<file path="src/rtl/nor3_sweep_ctrl.sv">
// Exhaustive sweep sequencer and checker for an N_IN-input combinational gate.
// Each input vector is held for HOLD_CYCLES cycles, and the gate output is
// sampled on the last cycle of that window and compared with EXPECT.
module nor3_sweep_ctrl #(
  parameter int unsigned              N_IN        = 3,
  parameter int unsigned              HOLD_CYCLES = 10,
  parameter logic [(2**N_IN)-1:0]     EXPECT      = 8'b0000_0001
) (
  input  logic                 clk,
  input  logic                 rst_n,
  input  logic                 start,
  input  logic                 abort,
  output logic [N_IN-1:0]      vec,
  input  logic                 dut_out,
  output logic                 busy,
  output logic                 done,
  output logic [(2**N_IN)-1:0] result,
  output logic [N_IN:0]        err_count,
  output logic                 pass
);

  localparam int unsigned    NV        = 2 ** N_IN;
  localparam int unsigned    ERR_W     = N_IN + 1;
  localparam logic [N_IN-1:0] LAST_IDX = N_IN'(NV - 1);
  localparam logic [7:0]     HOLD_LAST = 8'(HOLD_CYCLES - 1);

  typedef enum logic [1:0] {
    IDLE   = 2'd0,
    DRIVE  = 2'd1,
    FINISH = 2'd2
  } state_t;

  state_t            state;
  logic [7:0]        hold_cnt;
  logic [N_IN-1:0]   idx;
  logic              mismatch_c;
  logic [ERR_W-1:0]  err_next_c;

  // Mismatch of the current sample against the expected truth table
  always_comb begin
    mismatch_c = (dut_out != EXPECT[idx]);
    err_next_c = err_count + ERR_W'(mismatch_c);
  end

  // Sweep FSM with registered outputs
  always_ff @(posedge clk) begin
    if (!rst_n) begin
      state     <= IDLE;
      hold_cnt  <= '0;
      idx       <= '0;
      vec       <= '0;
      busy      <= 1'b0;
      done      <= 1'b0;
      result    <= '0;
      err_count <= '0;
      pass      <= 1'b0;
    end else begin
      case (state)
        IDLE: begin
          done <= 1'b0;
          if (start) begin
            state     <= DRIVE;
            idx       <= '0;
            vec       <= '0;
            hold_cnt  <= '0;
            result    <= '0;
            err_count <= '0;
            pass      <= 1'b0;
            busy      <= 1'b1;
          end
        end

        DRIVE: begin
          if (abort) begin
            // abort wins over a coincident sample; partial results are kept
            state <= IDLE;
            busy  <= 1'b0;
            vec   <= '0;
            pass  <= 1'b0;
          end else if (hold_cnt == HOLD_LAST) begin
            result[idx] <= dut_out;
            err_count   <= err_next_c;
            if (idx == LAST_IDX) begin
              state <= FINISH;
              done  <= 1'b1;
              pass  <= (err_next_c == '0);
            end else begin
              idx      <= idx + 1'b1;
              vec      <= idx + 1'b1;
              hold_cnt <= '0;
            end
          end else begin
            hold_cnt <= hold_cnt + 8'd1;
          end
        end

        FINISH: begin
          state <= IDLE;
          done  <= 1'b0;
          busy  <= 1'b0;
          vec   <= '0;
        end

        default: begin
          state <= IDLE;
          busy  <= 1'b0;
          done  <= 1'b0;
          vec   <= '0;
        end
      endcase
    end
  end

endmodule

</file>
<file path="config.mk">
export PLATFORM = sky130hd
export DESIGN_NAME = nor3_sweep_ctrl
export DESIGN_NICKNAME = d
export VERILOG_FILES = /design/src/rtl/nor3_sweep_ctrl.sv
export SDC_FILE = /design/constraint.sdc
export NUM_CORES = 1
export LEC_CHECK = 0
export ABC_AREA = 0
export CAP_MARGIN = 20
export CORE_ASPECT_RATIO = 0.9
export CORE_MARGIN = 2
export CORE_UTILIZATION = 58
export DETAILED_ROUTE_END_ITERATION = 12
export PLACE_DENSITY_LB_ADDON = 0.15
export SYNTH_ARGS = -nofsm -noshare
export SYNTH_HDL_FRONTEND = slang
export SYNTH_SLANG_ARGS = --single-unit
export TNS_END_PERCENT = 100
</file>
<file path="constraint.sdc">
create_clock -name clk -period 5.1 [get_ports clk]
set_clock_uncertainty 0.2 [all_clocks]
set_input_delay 0.51 -clock clk [delete_from_list [all_inputs] [get_ports clk]]
set_output_delay 0.51 -clock clk [all_outputs]
set_load 0.05 [all_outputs]
</file>
==> run metrics <==
WP data arrival ~2.7 ns; ant diodes 0; drt via density just over 6; nets 220; Switching Fraction 25.07%; Pwr Density approximately 230 mW/mm2; row count 18; Post-Synth XOR/XNOR Area 2.025%; met2 usage 35.64%; post-CTS resize count 0; DRC Markers 0; die width 61.58 um; Routed Wire Length between 4000 and 5000 um; routed len/inst between 15 and 20 um; Critical Path RT roughly 5.2 ns; Worst Tran Pin Value slightly above 0.9 ns; number of global-route vias before repair roughly 1400; gr usage total 26.39%; Synth-to-Final Area Change 16.41%; Placer Congestion 0.9274; min cycle time layout 2.576 ns; CP delay by family, top buffers and inverters; area share of fa/ha/maj cells after synthesis 4.338%; 1st-iter DRT viols a little under 90; setup bufs post-CTS 0; Hold WS approximately 0.29 ns; outcome complete, no violations; grt ovf 0; FF-to-FF Start idx[0]$_SDFFE_PN0N_; RSZ-0062 raised after global routing false; initial antenna violation count 0; Syn. warnings 0; Worst Hold Launch vec[0]$_SDFFE_PN0P_; Final ANT Viol Nets 0; Clock Latency Late Sink approximately 0.34 ns; post-synthesis compound-gate area fraction a little under a quarter; maxcap violations 0; largest family of logic cells by synthesized area simple AND/OR/NAND/NOR gates; sequential power share a little under three fifths; Setup crit start rst_n; EDFF count, synth 0; I/O pin cnt 23; CTS Root Cell clkbuf_4; final setup TNS 0 ns; CTS tree yes; Die ar. 0.003437 mm2; vias between 1500 and 2000; hpwl dp around 2900 um; fin crit share 50.50%; met3 GRT Util approximately 6.5%; Worst Setup Start Kind input pin; Switch Pwr ~0.00012 W; Max stage delay cell, worst path clkdlybuf4s50_1; core area roughly 0.0028 mm2; final setup fails 0; cts hold-fix bufs 0; Max stage delay on crit path between 0.9 and 1 ns; Port Buf Inserts 22; slew margin rel. a little under two fifths; # fillers 238; ys async rst share 0%; gate count of the mapped netlist 192; TritonCTS buffer count 5; Clock Sink Count 32; Synth Area in Simple Gates 25.09%; first-pass GRT wire length between 6000 and 7000 um; Mapped Area roughly 0.0017 mm2; clock buffer depth 2; Worst IR Drop VDD approximately 0.00016 V; Logic pwr share roughly 8.6%; DR pass1 iterations 4; global route hottest layer met1; Leakage 0.7122 nW; Register Area 640.6 um2; pins over their slew limit 0; multiplexer share of the synthesized area between 3 and 4%; fmax slightly below 400 MHz; H-tree levels 2; proportion of layout cells with a drive suffix above 1 approximately 10%; Synth Area per Inst about 9.0 um2; Seq/Total Area, Yosys a little under two fifths; Hold Path Class reg -> reg; Die Span Y between 50 and 60 um; CP endpoint kind register; worst-path cell chain clkdlybuf4s50_1, clkinv_1, or3_1, nor4_1, mux2_2; Clock power frac between 30% and 40%; Final Hold Vio Count 0; Syn Nets 203; Seq cells post-synth 32; WS Path Type in -> reg; crit path max fanout 22; Most used DFF post-synth dfxtp_1; Worst-path clk slew roughly 0.10 ns; met1 Track Usage GR about two fifths; R2R Setup Slk approximately 2.6 ns; largest net degree at the start of global routing 23; Crit path buffers/inverters 2; Cell variety after synth 49; Initial Util between 60% and 70%; Pint roughly 0.00034 W; multi-input logic area 0.001016 mm2
==> per-stage QoR <==
| step | instances | area [um2] | total power (W) | util [%] | setup WS [ns] |
|---|---|---|---|---|---|
| 3_5_place_dp | 242 | 1949 | 0.0002986 | 69.80 | 2.209 |
| 2_1_floorplan | 192 | 1730 | 0.0002873 | - | 3.037 |
| 4_1_cts | 249 | 2014 | 0.0004587 | 72.13 | 2.554 |
| 6_report | 249 | 2014 | 0.0004595 | 72.13 | 2.524 |
| 3_3_place_gp | 242 | 1949 | 0.0002977 | 69.80 | 2.280 |
| 5_1_grt | 249 | 2014 | 0.0004774 | 72.13 | 2.321 |
==> worst paths after layout <==
check	endpoint	cells after the start
setup reg to reg	hold_cnt[6]$_SDFFE_PN0P_	6
setup / recovery	pass$_SDFFE_PN0P_	5
hold reg to reg	vec[0]$_SDFFE_PN0P_	1
hold / removal	vec[0]$_SDFFE_PN0P_	1
==> area by class of cell <==
cell class / count / area share, %
multi-input cells: 142 / 50.43
flip-flops and latches: 32 / 31.80
repair buffers: 22 / 10.93
clock buffers: 7 / 3.230
well taps: 40 / 2.484
inverters: 6 / 1.118
==> power by group through the flow <==
stage	sequential (W)	clock, W	combinational [W]
after floorplan	0.000261	0	0.0000259
after global placement	0.000260	0	0.0000378
after detailed placement	0.000260	0	0.0000385
after CTS	0.000254	0.000166	0.0000387
after global routing	0.000255	0.000179	0.0000431
final	0.000254	0.000166	0.0000393
==> Yosys cell counts, drive strengths merged (4+ instances only) <==
| library cell | count | area [um2] |
|---|---|---|
| nand3b | 5 | 37.54 |
| o21a | 5 | 37.54 |
| nand2b | 4 | 25.02 |
| o21ai | 11 | 66.32 |
| nand3 | 7 | 35.03 |
| a31oi | 7 | 43.79 |
| nand2 | 17 | 63.81 |
| nor2 | 4 | 15.01 |
| nor2b | 4 | 25.02 |
| and2 | 4 | 25.02 |
| inv | 5 | 18.77 |
| o311ai | 8 | 70.07 |
| nor3 | 6 | 30.03 |
| dfxtp | 32 | 640.6 |
| a21oi | 10 | 53.80 |
| clkbuf | 7 | 26.28 |
| ha | 6 | 75.07 |
| buf | 5 | 25.03 |
| mux2i | 5 | 50.05 |
==> registers in the layout (all words and copies together) (netlist names), named ones only <==
register,count
hold_cnt,8
result,8
err_count,4
idx,3
vec,3
state,2
busy,1
done,1
pass,1
==> metal layers <==
layer / share of wire, % / up-vias
li1: - / 757
met1: 48 / 722
met2: 43 / 66
met3: 8.0 / 5
met4: 1.0 / 0
met5: 0 / -
==> layout by cell type, fill, tap and decap left out, types with 6 or more instances in the layout <==
| master | instances |
|---|---|
| nand3_1 | 7 |
| o21ai_0 | 10 |
| clkdlybuf4s50_1 | 22 |
| a21oi_1 | 9 |
| nor3_1 | 6 |
| a31oi_1 | 7 |
| dfxtp_1 | 32 |
| o311ai_0 | 8 |
| nand2_1 | 17 |
| ha_1 | 6 |
==> kinds of logic (layout without fill, tap and decap cells) <==
family	count (synthesis)	count (layout)
AND/OR/NAND/NOR	69	69
AO/OA/AOI/OAI	57	57
flip-flops	32	32
buffers and inverters	18	35
adder cells (fa/ha/maj)	6	6
multiplexers	6	6
XOR/XNOR	4	4
(Power assumes the default switching activity.)
